==> src/rtl/mcht_tx_sched.sv <==
// Round-robin transmit scheduler: shares one Manchester TRX transmit path
// (TX_VLD / TX_MSG / TX_DNE) between pNUM_REQ requesters, with timeout
// abort, inter-frame gap and saturating frame/error counters.
module mcht_tx_sched #(
  parameter int unsigned pNUM_REQ = 4,
  parameter int unsigned pMSG_LEN = 8,
  parameter int unsigned pTMO     = 1024,
  parameter int unsigned pGAP     = 4
) (
  input  logic                         CLK_25M,
  input  logic                         RST,
  input  logic                         HALT,
  input  logic [pNUM_REQ-1:0]          REQ,
  input  logic [pNUM_REQ*pMSG_LEN-1:0] REQ_MSG,
  output logic [pNUM_REQ-1:0]          GNT,
  output logic [pNUM_REQ-1:0]          DNE,
  output logic [pNUM_REQ-1:0]          ERR,
  output logic                         TX_VLD,
  output logic [pMSG_LEN-1:0]          TX_MSG,
  input  logic                         TX_DNE,
  output logic                         BUSY,
  output logic [7:0]                   FRM_CNT,
  output logic [7:0]                   ERR_CNT
);

  localparam int unsigned LW = $clog2(pNUM_REQ);
  localparam int unsigned TW = $clog2(pTMO);
  localparam int unsigned GW = (pGAP > 1) ? $clog2(pGAP) : 1;

  typedef enum logic [1:0] {StIdle, StLoad, StWait, StGap} state_t;

  state_t         r_state;
  logic [LW-1:0]  r_last;
  logic [LW-1:0]  r_widx;
  logic [TW-1:0]  r_tmo;
  logic [GW-1:0]  r_gap;

  logic           w_any;
  logic [LW-1:0]  w_win;
  logic [LW-1:0]  w_idx;

  // Winner search: first asserted REQ going upward from last+1, wrapping.
  always_comb begin
    w_any = 1'b0;
    w_win = '0;
    w_idx = '0;
    for (int unsigned k = 1; k <= pNUM_REQ; k++) begin
      w_idx = LW'((32'(r_last) + k) % pNUM_REQ);
      if (!w_any && REQ[w_idx]) begin
        w_any = 1'b1;
        w_win = w_idx;
      end
    end
  end

  // Scheduler FSM with all outputs registered.
  always_ff @(posedge CLK_25M) begin
    if (RST) begin
      r_state <= StIdle;
      r_last  <= LW'(pNUM_REQ - 1);
      r_widx  <= '0;
      r_tmo   <= '0;
      r_gap   <= '0;
      GNT     <= '0;
      DNE     <= '0;
      ERR     <= '0;
      TX_VLD  <= 1'b0;
      TX_MSG  <= '0;
      BUSY    <= 1'b0;
      FRM_CNT <= '0;
      ERR_CNT <= '0;
    end else begin
      // Strobes default low; each is raised for one cycle only.
      TX_VLD <= 1'b0;
      DNE    <= '0;
      ERR    <= '0;
      case (r_state)
        StIdle: begin
          if (!HALT && w_any) begin
            GNT     <= pNUM_REQ'(1) << w_win;
            TX_MSG  <= REQ_MSG[w_win*pMSG_LEN +: pMSG_LEN];
            r_widx  <= w_win;
            TX_VLD  <= 1'b1;
            BUSY    <= 1'b1;
            r_state <= StLoad;
          end
        end
        StLoad: begin
          r_tmo   <= '0;
          r_state <= StWait;
        end
        StWait: begin
          r_tmo <= r_tmo + 1'b1;
          // TX_DNE takes precedence over a coincident timeout.
          if (TX_DNE) begin
            DNE     <= GNT;
            GNT     <= '0;
            r_last  <= r_widx;
            r_gap   <= '0;
            r_state <= StGap;
            if (FRM_CNT != 8'hFF) FRM_CNT <= FRM_CNT + 8'd1;
          end else if (r_tmo == TW'(pTMO - 1)) begin
            ERR     <= GNT;
            GNT     <= '0;
            r_last  <= r_widx;
            r_gap   <= '0;
            r_state <= StGap;
            if (ERR_CNT != 8'hFF) ERR_CNT <= ERR_CNT + 8'd1;
          end
        end
        StGap: begin
          if (r_gap == GW'(pGAP - 1)) begin
            BUSY    <= 1'b0;
            r_state <= StIdle;
          end else begin
            r_gap <= r_gap + 1'b1;
          end
        end
        default: r_state <= StIdle;
      endcase
    end
  end

endmodule

==> config.mk <==
export PLATFORM = sky130hd
export DESIGN_NAME = mcht_tx_sched
export DESIGN_NICKNAME = d
export VERILOG_FILES = /design/src/rtl/mcht_tx_sched.sv
export SDC_FILE = /design/constraint.sdc
export NUM_CORES = 1
export LEC_CHECK = 0
export BUFFER_PORTS_ARGS = -buffer_cell sky130_fd_sc_hd__buf_2
export CORE_ASPECT_RATIO = 0.5
export CORE_UTILIZATION = 50
export DETAILED_ROUTE_END_ITERATION = 10
export PLACE_DENSITY = 0.8
export SLEW_MARGIN = 25
export SYNTH_ARGS = -nofsm -noshare
export SYNTH_HDL_FRONTEND = slang
export SYNTH_SLANG_ARGS = --single-unit
==> constraint.sdc <==
create_clock -name CLK_25M -period 2.82 [get_ports CLK_25M]
set_input_delay 0.141 -clock CLK_25M [delete_from_list [all_inputs] [get_ports CLK_25M]]
set_output_delay 0.141 -clock CLK_25M [all_outputs]
set_load 0.005 [all_outputs]
==> impl_results.rst, run 1 <==
.. list-table::
   :header-rows: 1

   * - Metric
     - Value
   * - Router iterations before antenna repair
     - 4
   * - Effective utilization at floorplan
     - a little over half
   * - Overall track demand over capacity in global routing
     - between 20% and 30%
   * - Layout Skew
     - around 0.0079 ns
   * - Minimum period implied by the final worst setup slack
     - 2.28 ns
   * - Number of enable-type register cells in the synthesized netlist
     - 0
   * - Final Hold Slack
     - 0.166 ns
   * - Leakage
     - approximately 1.4 nW
   * - Number of buffers created by CTS
     - 5
   * - Vias after detailed routing
     - approximately 2300
   * - Ports placed on the boundary
     - 78
   * - Share of flip-flops with an asynchronous set or reset
     - 0%
   * - Clock tree buffer depth
     - 2
   * - Netlist area before placement
     - 2620 sq um
   * - Global-route wire length before repair
     - around 9200 microns
   * - Full die area
     - between 5000 and 6000 sq um
   * - Core Rows
     - 18
   * - Mean cell area of the mapped netlist
     - 9.25 sq um
   * - Gate count of the mapped netlist
     - around 280
   * - Final count of negative-setup-slack endpoints
     - 0
   * - Initial antenna violation count
     - 0
   * - Clk slew on worst S/H paths
     - roughly 0.1 ns
   * - Power density over the cells
     - around 640 nW/um^2
   * - Nets
     - around 400
   * - Post-route antenna net violation count
     - 0
   * - Maximum level of the CTS H-tree
     - 2
   * - Vertical extent of the die
     - 53.2 microns
   * - Seq/Total Area, Yosys
     - between 40% and 50%
   * - Data arrival time at the worst-slack endpoint
     - around 2.5 ns
   * - Critical path capture point type
     - flop
   * - Core outline area
     - about 5000 sq um
   * - Most common cell after layout, fill and taps aside
     - buf_2
   * - Die width
     - around 100 microns
   * - Global placer's final weighted congestion
     - between 0.8 and 0.9
   * - Run status
     - finished clean
   * - Average wire per cell in the routed design
     - 13.5 microns
   * - DRT Wirelength
     - between 5000 and 6000 microns
   * - RSZ-0062 raised after global routing
     - no
   * - Length of routed met3 wiring
     - around 210 microns
   * - Top metal layer carrying routed signals
     - met4
   * - Final period util
     - 80.8%
   * - Flip-flop and latch count after synthesis
     - 56
   * - Total grt overflow
     - 0
   * - Vias in the first global route
     - approximately 2100
   * - # port buffers
     - between 70 and 80
   * - Slew @ Worst Pin
     - roughly 0.72 ns
   * - Synthesized Nets
     - ~330
   * - DRC viols
     - 0
   * - Violation count after the first detailed-route iteration
     - between 50 and 60
   * - Post-CTS setup repair buffer count
     - 0
   * - Max-cap viol count
     - 0
   * - Headroom to the max-slew limit
     - a little over half
   * - Pin count of the biggest net entering global routing
     - 40
   * - Hold violation total from the final report
     - 0
   * - Cells taking the most area after synthesis
     - dfxtp_1, mux2i_1, nor2_1
   * - Root buffer cell
     - clkbuf_8
   * - Clock sink count
     - 56
   * - Wl on met1
     - 2700 microns
   * - Peak VDD IR
     - ~0.00029 V
   * - Post_cts resized
     - 0
   * - Peak clock frequency supported by timing
     - between 400 and 500 MHz
   * - Area Overhead vs Synth
     - 20.9%
   * - Post-DR vias/cell
     - 5.40
   * - Clock latency reported for the late side of the worst-skew pair
     - approximately 0.30 ns
   * - Total Negative Setup Slacks
     - 0 ns
   * - Syn. warnings
     - 0
   * - TritonCTS clock tree
     - done
   * - Dominant synthesized flop cell
     - dfxtp_1
   * - Count of unique library cells instantiated by Yosys
     - between 40 and 50
   * - Layout Utilization
     - a little under two thirds
   * - Post-CTS Hold Fix Bufs
     - 0
   * - Post-synthesis cell type with the largest combined area
     - dfxtp_1
   * - Crit path launch type
     - flop
   * - Yosys top cell area share
     - 42.8%
   * - Max-slew violation total from the final report
     - 0
   * - Worst min-delay path category
     - in2reg
   * - Data required time of the worst path
     - between 2 and 3 ns
   * - Critical path class
     - reg2reg
   * - HPWL reported at the end of detailed placement
     - 4360 microns
   * - Max FO, Critical Path
     - 9
   * - Most used cells in the layout excluding fill and tap cells
     - buf_2, dfxtp_1, nor2_1, mux2i_1, nand2_1
   * - Share of layout cells above drive strength 1
     - 26.0%
   * - ANT cells
     - 0
   * - DR WL met2
     - 2830 microns
## where the power goes
| part | switching [mW] | total [mW] | internal [mW] |
|---|---|---|---|
| registers | 0.0579 | 0.934 | 0.876 |
| logic | 0.375 | 0.659 | 0.284 |
| clock network | 0.262 | 0.439 | 0.177 |
## cell type report
type | instances | area [sq um]
Clock buffer | 5 | 68.8
Clock inverter | 3 | 21.3
Fill cell | 430 | 1810
Inverter | 5 | 18.8
Multi-Input combinational cell | 211 | 1430
Sequential cell | 56 | 1120
Tap cell | 70 | 87.6
Timing Repair Buffer | 81 | 415
## synth_stat cells (4+ instances only)
master    count
a221oi_1      5
nand4_1       8
inv_1         5
o21bai_1     10
nor3_1        6
o21ai_0       5
clkbuf_1      9
mux2i_1      17
nor2b_1       4
nor2_1       43
xnor2_1      12
and2_1       10
nand3_1       9
a32o_1        4
xor2_1       10
nand2b_1      4
dfxtp_1      56
a21oi_1       7
nand2_1      13
ha_1          8
a211oi_1      5
## layer usage
metal  vias up  track usage (%)
met2        52             39.2
met5         -                0
met3         6             4.06
li1       1166                -
met4         0             5.00
met1      1105             25.5
## flip-flops by register name, summed over array words and instances (netlist names)
signal / cells
FRM_CNT: 8
TX_VLD: 1
r_widx: 2
r_last: 2
r_state: 2
r_tmo: 10
BUSY: 1
r_gap: 2
GNT: 4
DNE: 4
TX_MSG: 8
ERR_CNT: 8
ERR: 4
## cells by family (layout without fill, tap and decap cells)
family | count (synthesis) | in the layout | synth area share (%)
xor+xnor | 22 | 22 | 7.36
simple gates | 117 | 117 | 23.7
flops | 56 | 56 | 42.8
buf+inv | 16 | 94 | 2.49
mux | 17 | 17 | 6.50
fa+ha+maj | 8 | 8 | 3.82
compound gates | 47 | 47 | 13.3
## through the flow
stage | total power, mW | cells | setup slack, ns | instance area [sq um]
4_1_cts | 2.04 | 431 | 0.541 | 3160
6_report | 2.03 | 431 | 0.541 | 3160
2_1_floorplan | 1.39 | 283 | 0.820 | 2620
3_5_place_dp | 1.60 | 423 | 0.547 | 3070
5_1_grt | 2.16 | 431 | 0.366 | 3160
3_3_place_gp | 1.58 | 423 | 0.643 | 3070
## critical path: stages, from the launching register on
cell and delay [ns]:
dfxtp_1 0.34, inv_1 0.10, ha_1 0.32, nand2b_1 0.10, or4b_1 0.71, nor4_2 0.37, xnor2_1 0.15, nor2_1 0.05
## final timing paths
check / from / endpoint / slack (ns) / depth (start not counted)
max: r_state[0] / ERR_CNT[5] / 0.54 / 7
min: REQ_MSG[8] / TX_MSG[0] / 0.17 / 3
max reg2reg: r_state[0] / ERR_CNT[5] / 0.54 / 7
min reg2reg: GNT[3] / ERR[3] / 0.50 / 1
Power figures use the tool's default switching activity.
==> run 2: changes to the inputs <==
--- a/config.mk
+++ b/config.mk
@@ -5,11 +5,12 @@
 export SDC_FILE = /design/constraint.sdc
 export NUM_CORES = 1
 export LEC_CHECK = 0
+export ABC_AREA = 1
 export BUFFER_PORTS_ARGS = -buffer_cell sky130_fd_sc_hd__buf_2
 export CORE_ASPECT_RATIO = 0.5
 export CORE_UTILIZATION = 50
 export DETAILED_ROUTE_END_ITERATION = 10
-export PLACE_DENSITY = 0.8
+export PLACE_DENSITY = 0.78
 export SLEW_MARGIN = 25
 export SYNTH_ARGS = -nofsm -noshare
 export SYNTH_HDL_FRONTEND = slang
==> constraint.sdc (replaced) <==
create_clock -name CLK_25M -period 2.15 [get_ports CLK_25M]
set_input_delay 0.1075 -clock CLK_25M [delete_from_list [all_inputs] [get_ports CLK_25M]]
set_output_delay 0.1075 -clock CLK_25M [all_outputs]
set_load 0.005 [all_outputs]
==> impl_results.rst, run 2 <==
.. list-table::
   :header-rows: 1

   * - Metric
     - Value
   * - Maximum level of the CTS H-tree
     - 2 (unchanged)
   * - Root buffer cell
     - clkbuf_16
   * - Syn. warnings
     - 0 (unchanged)
   * - Data arrival time at the worst-slack endpoint
     - 2.14 ns (-0.31 ns)
   * - Most common cell after layout, fill and taps aside
     - nand2_1
   * - # port buffers
     - 77 (unchanged)
   * - Core outline area
     - 5540 sq um (+11%)
   * - Data required time of the worst path
     - 2.34 ns (-0.65 ns)
   * - Combinational share of power
     - 43.1% (+11 points)
   * - Clock group share of total power
     - 21.7% (about the same)
   * - Max FFs per register
     - 10 (unchanged)
   * - Total Negative Setup Slacks
     - 0 ns (unchanged)
   * - Ports placed on the boundary
     - 78 (unchanged)
   * - ANT cells
     - 0 (unchanged)
   * - Cells taking the most area after synthesis
     - dfxtp_1, nand2_1, nand3_1
   * - Mean cell area of the mapped netlist
     - 7.15 sq um (-23%)
   * - Max-cap viol count
     - 0 (unchanged)
   * - Full die area
     - 6140 sq um (+11%)
   * - Final count of negative-setup-slack endpoints
     - 0 (unchanged)
   * - Clock tree buffer depth
     - 2 (unchanged)
   * - HPWL reported at the end of detailed placement
     - 4960 microns (+14%)
   * - Most frequent cell after synthesis
     - nand2_1
   * - Endpoint of the worst hold-timing path
     - TX_MSG[2]
   * - Violation count after the first detailed-route iteration
     - 217 (+290%)
   * - Post-DR vias/cell
     - 5.09 (-5.9%)
   * - Hold violation total from the final report
     - 0 (unchanged)
   * - Post-synthesis cell type with the largest combined area
     - dfxtp_1
   * - Clock latency reported for the late side of the worst-skew pair
     - 0.29 ns (about the same)
   * - CP Launch Point
     - r_last[1]
   * - Post-route cell area
     - 3510 sq um (+11%)
   * - Synthesized Nets
     - 454 (+37%)
   * - Power dissipated by switching net loads
     - 1.46 mW (+110%)
   * - Vias after detailed routing
     - 2843 (+22%)
   * - Leakage
     - 1.64 nW (+19%)
   * - Number of enable-type register cells in the synthesized netlist
     - 0 (unchanged)
   * - Place WS
     - 0.145 ns (-0.403 ns)
   * - Average wire per cell in the routed design
     - 11.7 microns (-13%)
   * - Peak VDD IR
     - 0.000598 V (+110%)
   * - Headroom to the max-slew limit
     - 77.1% (+25 points)
   * - Final Power
     - 3.66 mW (+80%)
   * - Fillcell total
     - 501 (+17%)
   * - Proportion of power drawn by flip-flops and latches
     - 35.2% (-11 points)
   * - Share of flip-flops with an asynchronous set or reset
     - 0% (unchanged)
   * - Nets
     - 533 (+31%)
   * - RSZ-0062 raised after global routing
     - no
   * - Post-route antenna net violation count
     - 0 (unchanged)
   * - Final period util
     - 90.8% (+10 points)
   * - Vertical extent of the die
     - 55.9 microns (+5.1%)
   * - Gate count of the mapped netlist
     - 406 (+43%)
   * - Number of buffers created by CTS
     - 5 (unchanged)
   * - Dominant synthesized flop cell
     - dfxtp_1
   * - Synth top cells by count
     - nand2_1, dfxtp_1, nor2_1
   * - Critical hold path startpoint
     - REQ_MSG[26]
   * - Effective utilization at floorplan
     - 52.4% (-0.16 points)
   * - DRT Wirelength
     - 6560 microns (+13%)
   * - Run status
     - finished clean
   * - Flip-flop and latch count after synthesis
     - 56 (unchanged)
   * - Critical path capture point type
     - flop
   * - Most used cells in the layout excluding fill and tap cells
     - nand2_1, buf_2, dfxtp_1, nor2_1, nand3_1
   * - DRC viols
     - 0 (unchanged)
   * - Hold path depth
     - 5 (+2)
   * - Int Pwr
     - 2.19 mW (+64%)
   * - Initial antenna violation count
     - 0 (unchanged)
   * - Placed inst area
     - 3360 sq um (+9.2%)
   * - Count of unique library cells instantiated by Yosys
     - 39 (-9.3%)
   * - # placed instances
     - 551 (+30%)
   * - Register with the highest flop count
     - r_tmo
   * - Seq/Total Area, Yosys
     - 38.6% (-4.2 points)
   * - Minimum period implied by the final worst setup slack
     - 1.95 ns (-0.327 ns)
   * - Die width
     - 110 microns (+5.2%)
   * - Power density over the cells
     - 1040 nW/um^2 (+62%)
   * - Overall track demand over capacity in global routing
     - 22.8% (+1.8 points)
   * - Layout Skew
     - 0.00764 ns (-0.000249 ns)
   * - Router iterations before antenna repair
     - 5 (+1)
   * - Core Rows
     - 19 (+1)
   * - Pin count of the biggest net entering global routing
     - 30 (-25%)
   * - Global placer's final weighted congestion
     - 0.854 (+6.3%)
   * - Peak clock frequency supported by timing
     - 512 MHz (+17%)
   * - Worst reg2reg endpoint
     - TX_MSG[2]
   * - Switching power share of the total
     - 40.0% (+5.8 points)
   * - Max-slew violation total from the final report
     - 0 (unchanged)
   * - Vias in the first global route
     - 2494 (+19%)
   * - TritonCTS clock tree
     - done
   * - Area Overhead vs Synth
     - 20.9% (about the same)
   * - Worst reg-to-reg path cell count
     - 15 (+8)
   * - Final Hold Slack
     - 0.127 ns (-0.0390 ns)
   * - Worst min-delay path category
     - in2reg
   * - Critical path class
     - reg2reg
   * - R2R Path Start
     - r_last[1]
   * - Final instance count without filler cells
     - 559 (+30%)
   * - Clock sink count
     - 56 (unchanged)
   * - Post-CTS setup repair buffer count
     - 0 (unchanged)
   * - Netlist area before placement
     - 2900 sq um (+11%)
   * - Crit path launch type
     - flop
   * - Reg-to-reg setup timing slack
     - 0.20 ns (-0.34 ns)
   * - Yosys top cell area share
     - 38.6% (-4.2 points)
   * - Max FO, Critical Path
     - 16 (+7)
   * - Total grt overflow
     - 0 (unchanged)
   * - Clk slew on worst S/H paths
     - 0.07 ns (-0.03 ns)
   * - Layout Utilization
     - 63.4% (-0.19 points)
   * - Share of layout cells above drive strength 1
     - 25.5% (-0.52 points)
   * - Final worst slack
     - 0.199 ns (-0.343 ns)
   * - Slew @ Worst Pin
     - 0.340 ns (-0.375 ns)
   * - Global-route wire length before repair
     - 11000 microns (+20%)
==> run 2: changes by cell type after synthesis, sizes merged, moves of 9 or more <==
cell and change:
a21oi +20, and2 -10, inv +37, mux2i -17
nand2 +81, nand3 +30, nand4 +11, o21ai +20
o21bai -9, xnor2 -11
==> run 2: how the worst max path moves through the flow <==
stage,end,cells after the start
final,TX_MSG[2],15
after global routing,ERR_CNT[6],10
after CTS,TX_MSG[0],13
after detailed placement,TX_MSG[0],15
after global placement,TX_MSG[0],15
after floorplan,FRM_CNT[7],9
==> run 2: cell type report <==
class                           count  area [sq um]  share of cell area [%]
Sequential cell                    56          1120                    32.0
Multi-Input combinational cell    294          1540                    43.7
Tap cell                           73          91.3                    2.60
Clock buffer                        7           133                    3.78
Inverter                           42           168                    4.78
Timing Repair Buffer               86           453                    12.9
Clock inverter                      1          8.76                   0.249
==> run 2: power by group through the flow <==
| stage | combinational (mW) | sequential (mW) | clock [mW] |
|---|---|---|---|
| floorplan | 1.24 | 1.29 | 0 |
| global placement | 1.55 | 1.30 | 0 |
| detailed placement | 1.56 | 1.31 | 0 |
| CTS | 1.57 | 1.29 | 0.819 |
| global route | 1.79 | 1.31 | 0.866 |
| finish | 1.58 | 1.29 | 0.795 |
==> run 2: routing by layer <==
| layer | track usage, % | share of wire (%) |
|---|---|---|
| met1 | 31.6 | 48 |
| met4 | 5.33 | 0.78 |
| met2 | 36.9 | 46 |
| met3 | 3.98 | 5.1 |
| met5 | 0 | 0 |
==> run 2: timing repair <==
action                                  4_1_cts  5_1_grt
hold endpoints to repair                      0        0
hold buffers                                  0        0
endpoints found under the setup margin        0       11
gates resized for setup                       0        6
==> run 2: kinds of logic after synthesis <==
group                    after synthesis  synth area share [%]
adder cells (fa/ha/maj)                8                  3.45
buffers and inverters                 56                  8.87
XOR/XNOR                               3                 0.905
AO/OA/AOI/OAI                         61                  11.2
flip-flops                            56                  38.6
AND/OR/NAND/NOR                      222                  37.0
==> run 2: worst max-delay path, cell delays in order (launching register included) <==
cell	delay, ns
dfxtp_1	0.49
inv_4	0.08
nand2_1	0.06
nand2_1	0.07
nand2_2	0.09
nand2_4	0.06
nor2_4	0.10
nand3_4	0.10
nand2_4	0.19
nand2_4	0.16
nand2_1	0.11
inv_2	0.07
nand2_1	0.06
nand2_1	0.05
nor2_1	0.11
nor2_1	0.04
